**config.mk**
```make
export PLATFORM = sky130hd
export DESIGN_NAME = reg_access_arb
export DESIGN_NICKNAME = d
export VERILOG_FILES = /design/src/rtl/reg_arb_pkg.sv /design/src/rtl/reg_access_arb_rr_arb.sv /design/src/rtl/reg_access_arb.sv
export SDC_FILE = /design/constraint.sdc
export NUM_CORES = 1
export LEC_CHECK = 0
export BUFFER_PORTS_ARGS = -buffer_cell sky130_fd_sc_hd__buf_4
export CAP_MARGIN = 20
export CORE_MARGIN = 3
export CORE_UTILIZATION = 45
export DETAILED_ROUTE_END_ITERATION = 10
export GPL_TIMING_DRIVEN = 0
export PLACE_DENSITY = 0.84
export SETUP_SLACK_MARGIN = 0.5
export SLEW_MARGIN = 20
export SYNTH_ARGS = -nofsm -noshare
export SYNTH_HDL_FRONTEND = slang
export SYNTH_SLANG_ARGS = --single-unit
```
**constraint.sdc**
```tcl
create_clock -name clks -period 1.75 [get_ports clks]
set_input_delay 0.35 -clock clks [delete_from_list [all_inputs] [get_ports clks]]
set_output_delay 0.35 -clock clks [all_outputs]
set_load 0.01 [all_outputs]
```
**src/rtl/reg_arb_pkg.sv**
```systemverilog
// Shared definitions for the register-bus access arbiter.
// Holds the sequencer state encoding, statistics counter width, legal
// parameter ranges, and a saturating-increment helper for the counters.
package reg_arb_pkg;

   typedef enum logic [1:0] {
      IDLE = 2'd0,
      ACC  = 2'd1,
      WAIT = 2'd2,
      RSP  = 2'd3
   } arb_state_t;

   localparam int unsigned STAT_WIDTH  = 16;
   localparam int unsigned DATA_WIDTH  = 32;
   localparam int unsigned MIN_NUM_REQ = 2;
   localparam int unsigned MAX_NUM_REQ = 4;
   localparam int unsigned MIN_RD_LAT  = 1;
   localparam int unsigned MAX_RD_LAT  = 7;
   localparam int unsigned CNT_WIDTH   = 3;

   // Saturating +1 for the statistics counters.
   function automatic logic [STAT_WIDTH-1:0] sat_inc(input logic [STAT_WIDTH-1:0] v);
      return (v == '1) ? v : STAT_WIDTH'(v + 1'b1);
   endfunction

endpackage

```
**src/rtl/reg_access_arb_rr_arb.sv**
```systemverilog
// Round-robin grant selection for the register-bus arbiter.
// Searches the request vector starting one position after the pointer and
// wrapping around; the first set bit wins.
// Ports:
//   req          in   request vector
//   ptr          in   index of the previous winner
//   grant_c      out  one-hot grant (combinational)
//   grant_idx_c  out  index of the granted requester (combinational)
//   any_c        out  at least one request present (combinational)
module rr_arb #(
   parameter  int unsigned NUM_REQ = 2,
   localparam int unsigned IDX_W   = $clog2(NUM_REQ)
) (
   input  logic [NUM_REQ-1:0] req,
   input  logic [IDX_W-1:0]   ptr,
   output logic [NUM_REQ-1:0] grant_c,
   output logic [IDX_W-1:0]   grant_idx_c,
   output logic               any_c
);

   logic [IDX_W-1:0] idx;

   // Wrapping priority scan, highest priority just after the last winner.
   always_comb begin
      grant_c     = '0;
      grant_idx_c = '0;
      any_c       = 1'b0;
      idx         = '0;
      for (int unsigned i = 1; i <= NUM_REQ; i++) begin
         idx = IDX_W'((32'(ptr) + i) % NUM_REQ);
         if (!any_c && req[idx]) begin
            any_c        = 1'b1;
            grant_idx_c  = idx;
            grant_c[idx] = 1'b1;
         end
      end
   end

endmodule

```
**src/rtl/reg_access_arb.sv**
```systemverilog
// Round-robin arbiter/sequencer sharing one CPU register bus among NUM_REQ
// requesters. One access in flight: accept -> ACC (address/write strobe) ->
// WAIT (read latency) -> RSP (completion pulse) -> IDLE.
// Optional feature macro: REG_ARB_STAT_EN enables saturating completed
// write/read counters; otherwise stat_wr_cnt/stat_rd_cnt are tied to zero.
// Ports:
//   clks, reset            clock, synchronous active-high reset
//   req_vld/req_wr         per-requester valid and write flag
//   req_addr/req_wdata     per-requester address and write data (packed)
//   req_rdy                one-hot accept (combinational in IDLE)
//   rsp_vld/rsp_rdata      one-hot completion pulse and read data
//   cpu_addr/cpu_wr        shared register-bus address and 1-cycle write strobe
//   cpu_data_in            shared write data; cpu_data_out read data from bank
//   stat_wr_cnt/stat_rd_cnt completed access counters
module reg_access_arb
   import reg_arb_pkg::*;
#(
   parameter int unsigned NUM_REQ    = 2,
   parameter int unsigned ADDR_WIDTH = 13,
   parameter int unsigned RD_LAT     = 1
) (
   input  logic                            clks,
   input  logic                            reset,
   input  logic [NUM_REQ-1:0]              req_vld,
   input  logic [NUM_REQ-1:0]              req_wr,
   input  logic [NUM_REQ*ADDR_WIDTH-1:0]   req_addr,
   input  logic [NUM_REQ*DATA_WIDTH-1:0]   req_wdata,
   output logic [NUM_REQ-1:0]              req_rdy,
   output logic [NUM_REQ-1:0]              rsp_vld,
   output logic [DATA_WIDTH-1:0]           rsp_rdata,
   output logic [ADDR_WIDTH-1:0]           cpu_addr,
   output logic                            cpu_wr,
   output logic [DATA_WIDTH-1:0]           cpu_data_in,
   input  logic [DATA_WIDTH-1:0]           cpu_data_out,
   output logic [STAT_WIDTH-1:0]           stat_wr_cnt,
   output logic [STAT_WIDTH-1:0]           stat_rd_cnt
);

   localparam int unsigned IDX_W = $clog2(NUM_REQ);

   // Parameter range guards.
   if (NUM_REQ < MIN_NUM_REQ || NUM_REQ > MAX_NUM_REQ) begin : g_bad_num_req
      $error("reg_access_arb: NUM_REQ must be in 2..4");
   end
   if (RD_LAT < MIN_RD_LAT || RD_LAT > MAX_RD_LAT) begin : g_bad_rd_lat
      $error("reg_access_arb: RD_LAT must be in 1..7");
   end

   arb_state_t              state, state_nxt;
   logic [IDX_W-1:0]        ptr, ptr_nxt;
   logic [IDX_W-1:0]        cur_idx, idx_nxt;
   logic                    cur_wr, wr_nxt;
   logic [CNT_WIDTH-1:0]    cnt, cnt_nxt;
   logic [ADDR_WIDTH-1:0]   addr_nxt;
   logic [DATA_WIDTH-1:0]   wdata_nxt;
   logic                    cpu_wr_nxt;
   logic [NUM_REQ-1:0]      rsp_vld_nxt;
   logic [DATA_WIDTH-1:0]   rdata_nxt;
   logic                    sample;

   logic [NUM_REQ-1:0]      gnt_oh;
   logic [IDX_W-1:0]        gnt_idx;
   logic                    gnt_any;

   rr_arb #(.NUM_REQ(NUM_REQ)) u_rr_arb (
      .req         (req_vld),
      .ptr         (ptr),
      .grant_c     (gnt_oh),
      .grant_idx_c (gnt_idx),
      .any_c       (gnt_any)
   );

   // Next-state and next-output logic.
   always_comb begin
      state_nxt   = state;
      ptr_nxt     = ptr;
      idx_nxt     = cur_idx;
      wr_nxt      = cur_wr;
      cnt_nxt     = cnt;
      addr_nxt    = cpu_addr;
      wdata_nxt   = cpu_data_in;
      cpu_wr_nxt  = 1'b0;
      rsp_vld_nxt = '0;
      rdata_nxt   = rsp_rdata;
      req_rdy     = '0;
      sample      = 1'b0;

      unique case (state)
         IDLE: begin
            // Accept is suppressed while reset is asserted so no transfer is lost.
            if (gnt_any && !reset) begin
               req_rdy    = gnt_oh;
               ptr_nxt    = gnt_idx;
               idx_nxt    = gnt_idx;
               wr_nxt     = req_wr[gnt_idx];
               cpu_wr_nxt = req_wr[gnt_idx];
               addr_nxt   = req_addr[32'(gnt_idx)*ADDR_WIDTH +: ADDR_WIDTH];
               wdata_nxt  = req_wdata[32'(gnt_idx)*DATA_WIDTH +: DATA_WIDTH];
               state_nxt  = ACC;
            end
         end
         ACC: begin
            if (RD_LAT == 1) begin
               sample = 1'b1;
            end else begin
               // Counts the remaining WAIT cycles after this one.
               cnt_nxt   = CNT_WIDTH'(RD_LAT - 2);
               state_nxt = WAIT;
            end
         end
         WAIT: begin
            if (cnt == '0) begin
               sample = 1'b1;
            end else begin
               cnt_nxt = cnt - 1'b1;
            end
         end
         RSP: begin
            state_nxt = IDLE;
         end
         default: begin
            state_nxt = IDLE;
         end
      endcase

      // Last bus cycle of the access: capture read data and raise the response.
      if (sample) begin
         state_nxt            = RSP;
         rsp_vld_nxt[cur_idx] = 1'b1;
         rdata_nxt            = cur_wr ? '0 : cpu_data_out;
      end
   end

   // State and output registers.
   always_ff @(posedge clks) begin
      if (reset) begin
         state       <= IDLE;
         ptr         <= IDX_W'(NUM_REQ - 1);
         cur_idx     <= '0;
         cur_wr      <= 1'b0;
         cnt         <= '0;
         cpu_addr    <= '0;
         cpu_data_in <= '0;
         cpu_wr      <= 1'b0;
         rsp_vld     <= '0;
         rsp_rdata   <= '0;
      end else begin
         state       <= state_nxt;
         ptr         <= ptr_nxt;
         cur_idx     <= idx_nxt;
         cur_wr      <= wr_nxt;
         cnt         <= cnt_nxt;
         cpu_addr    <= addr_nxt;
         cpu_data_in <= wdata_nxt;
         cpu_wr      <= cpu_wr_nxt;
         rsp_vld     <= rsp_vld_nxt;
         rsp_rdata   <= rdata_nxt;
      end
   end

`ifdef REG_ARB_STAT_EN
   logic [STAT_WIDTH-1:0] wr_cnt;
   logic [STAT_WIDTH-1:0] rd_cnt;

   // Completed-access counters, bumped once per RSP cycle.
   always_ff @(posedge clks) begin
      if (reset) begin
         wr_cnt <= '0;
         rd_cnt <= '0;
      end else if (state == RSP) begin
         if (cur_wr) begin
            wr_cnt <= sat_inc(wr_cnt);
         end else begin
            rd_cnt <= sat_inc(rd_cnt);
         end
      end
   end

   assign stat_wr_cnt = wr_cnt;
   assign stat_rd_cnt = rd_cnt;
`else
   assign stat_wr_cnt = '0;
   assign stat_rd_cnt = '0;
`endif

endmodule
```
==> run_results.csv <==
group,metric,value,unit
die,fp.dieH,105,um
sta,relSlewSlack,0.496,
global_routing,antenna_found_initial,0,
sta,rsz0062_at_grt,"true",
clock_network,clock_sinks,88,
yosys,avgSynthCellArea,9.58,um2
yosys,ys_warn_count,0,
drt,drtAntennaViolNets,0,
cells_and_area,layout_commonest_cell,"buf_4",
yosys,ys_seq_area_frac,0.403,
power_and_ir_drop,p_per_area,1010,nW/um2
place,dp.cells,824,
drt,routed_wl,17700,um
clock_network,clkTransAtPathRegs,0.10,ns
cells_and_area,syn_to_final_growth,83.9,%
global_routing,grt_pass1_vias,4881,
cells_and_area,layout-drive-gt1-share,0.648,
critical_path,path_max_fanout,3,
critical_path,startpoint_type,"register",
yosys,synthArstFlopShare,0,
job,maxCapViolations,0,
global_routing,grt_max_degree,16,
sta,hold_viol,0,
cells_and_area,post-route-util,0.861,
sta,drv_slew,0,
drt,first_pass_iters,5,
cells_and_area,fin_nets,885,
critical_path,slowest_delay,0.35,ns
critical_path,crit_family,"buffers and inverters",
sta,tightest_slew,0.757,ns
place,place.gp.congestion,0.799,
power_and_ir_drop,irDropWorstVdd,0.000863,V
critical_path,worstPathArrival,1.63,ns
die,coreArea,9330,um2
die,dieArea,10900,um2
die,start_util,0.469,
die,die_x,105,um
place,portBuffers,208,
yosys,syn_inst,456,
clock_network,cts_max_level,3,
cells_and_area,final_cell_mix,"256 x buf_4, 78 x dfxtp_1, 54 x a21oi_1",
clock_network,clock_latency,0.36,ns
power_and_ir_drop,pwr-share-clk,0.162,
yosys,ys.flop_type,"dfxtp_1",
yosys,synth_cell_type_count,33,
sta,finalSetupViolCount,36,
yosys,synth-edff-count,0,
critical_path,cp-end-kind,"primary output",
cells_and_area,antenna_cells,0,
place,dp.final_hpwl,10700,um
power_and_ir_drop,p_int,4890,uW
clock_network,clock_path_buffers,2,
global_routing,grt_pass1_wl,25000,um
clock_network,root_buffer,"clkbuf_8",
power_and_ir_drop,power_leakage,0.00331,uW
sta,finalSetupTns,-2.99,ns
yosys,ys_ff_latch,88,
sta,fmax,504,MHz
sta,setup_slack,-0.234,ns
global_routing,overflow,0,
outcome,violations,"negative setup slack",
sta,finClkSkew,0.0235,ns
clock_network,cts_tree,"yes",
power_and_ir_drop,p_sw_frac,0.395,
critical_path,crit_slowest_cell,"dfxtp_2",
cells_and_area,finalNonFillerCells,884,
power_and_ir_drop,combPwrFrac,0.523,
die,io_pins,242,
clock_network,cts_buffers,9,
power_and_ir_drop,p_sw,3200,uW
critical_path,criticalPathCategory,"register to primary output",
outcome,status,"complete, but fails checks",
sta,finalCriticalPeriod,1.98,ns
power_and_ir_drop,pwr-share-seq,0.315,
critical_path,cp.required,1.40,ns
power_and_ir_drop,p_total,8080,uW
drt,wl_per_cell,20.0,um
die,rows,35,
critical_path,crit_chain,"inv_2 > ha_4 > nor2b_1 > buf_4 > buf_6 > buf_8 > nand3_4 > inv_2 > buf_6",
worst_hold_path,min-delay-path-class,"input pin to register",
drt,drt_iter0_drc,238,
drt,num_vias,4886,
drt,via_per_inst,5.53,
global_routing,track_usage,0.277,
yosys,synth_area,4370,um2
sta,period_share,1.13,
drt,drc_errors,0,
critical_path,crit_buf_inv,6,
## cells by family (layout without fill, tap and decap cells)
family                     after synthesis  after routing  synth area share
DFF                                     88             88             0.403
AOI/OAI and AO/OA                      169            169             0.285
and+or+nand+nor                         53             53            0.0627
adders and majority gates                6              6            0.0172
buffers and inverters                   92            360             0.124
other                                    1             32          0.000858
muxes                                   47             47             0.108
## power by group through the flow
stage               Clock, uW  Combinational (uW)  Sequential, uW
finish                   1310                4230            2550
global route             1400                4440            2570
CTS                      1290                3590            2510
detailed placement          0                2670            2550
global placement            0                2580            2530
floorplan                   0                1500            2660
## cell type report
class	count	area, um2
multi-input combinational	307	3020
buffer	85	762
clock buffer	9	124
timing repair buffer	253	2120
tap	129	161
sequential	88	1770
clock inverter	6	45.0
fill	465	1290
inverter	7	26.3
## registers in the layout (all words and copies together), names as in the netlist
register and count:
cur_idx 1, cnt 3, cpu_addr 13, cpu_data_in 32, cur_wr 1, rsp_rdata 32
state 2, ptr 1, rsp_vld 2, cpu_wr 1
## Yosys cell counts, types with 2 or more instances
library cell,number,area [um2]
nor2_1,6,22.5
clkbuf_1,32,120
ha_1,6,75.1
a211oi_1,17,128
dfxtp_1,88,1760
inv_1,6,22.5
nand3_1,35,175
nor3b_1,2,15.0
a21oi_1,82,410
buf_6,8,90.1
mux2i_1,47,470
o21ai_0,2,10.0
buf_4,32,240
nand2_1,3,11.3
o2111ai_1,32,280
buf_2,12,60.1
o21ai_1,2,10.0
a211oi_2,29,363
## through the flow
stage,worst slack (ns),area [um2],hold WS [ns]
finish,-0.234,8040,0.274
global route,-0.294,8040,0.268
CTS,-0.241,7510,0.256
detailed placement,-0.139,6340,0.437
global placement,-0.133,6340,0.429
floorplan,0.206,4620,0.409
## final timing paths
| path | endpoint | depth (start not counted) | start | slack, ns |
|---|---|---|---|---|
| min reg2reg | rsp_vld[0] | 1 | cur_idx | 0.46 |
| max | req_rdy[1] | 9 | state[0] | -0.23 |
| min | rsp_rdata[9] | 3 | cpu_data_out[9] | 0.27 |
| max reg2reg | cpu_addr[0] | 11 | state[0] | -0.14 |
## tightest hold or removal path, stage by stage
cell,delay (ns)
buf_4,0.12
o2111ai_2,0.07
a21oi_1,0.06
## per-layer routing
layer / global-route usage / up-vias / wire (um)
li1: - / 2229 / -
met1: 0.303 / 2351 / 6390
met2: 0.513 / 268 / 9430
met3: 0.0772 / 38 / 1420
met4: 0.0883 / 0 / 457
met5: 0 / - / 0
## what timing repair did
| item | 4_1_cts | 5_1_grt |
|---|---|---|
| pin swaps | 40 | 34 |
| endpoints found under the setup margin | 90 | 96 |
| hold buffers | 0 | 0 |
| buffers inserted | 18 | 17 |
| cloned | 10 | 0 |
| resized for setup | 142 | 85 |
Power figures use the tool's default switching activity.
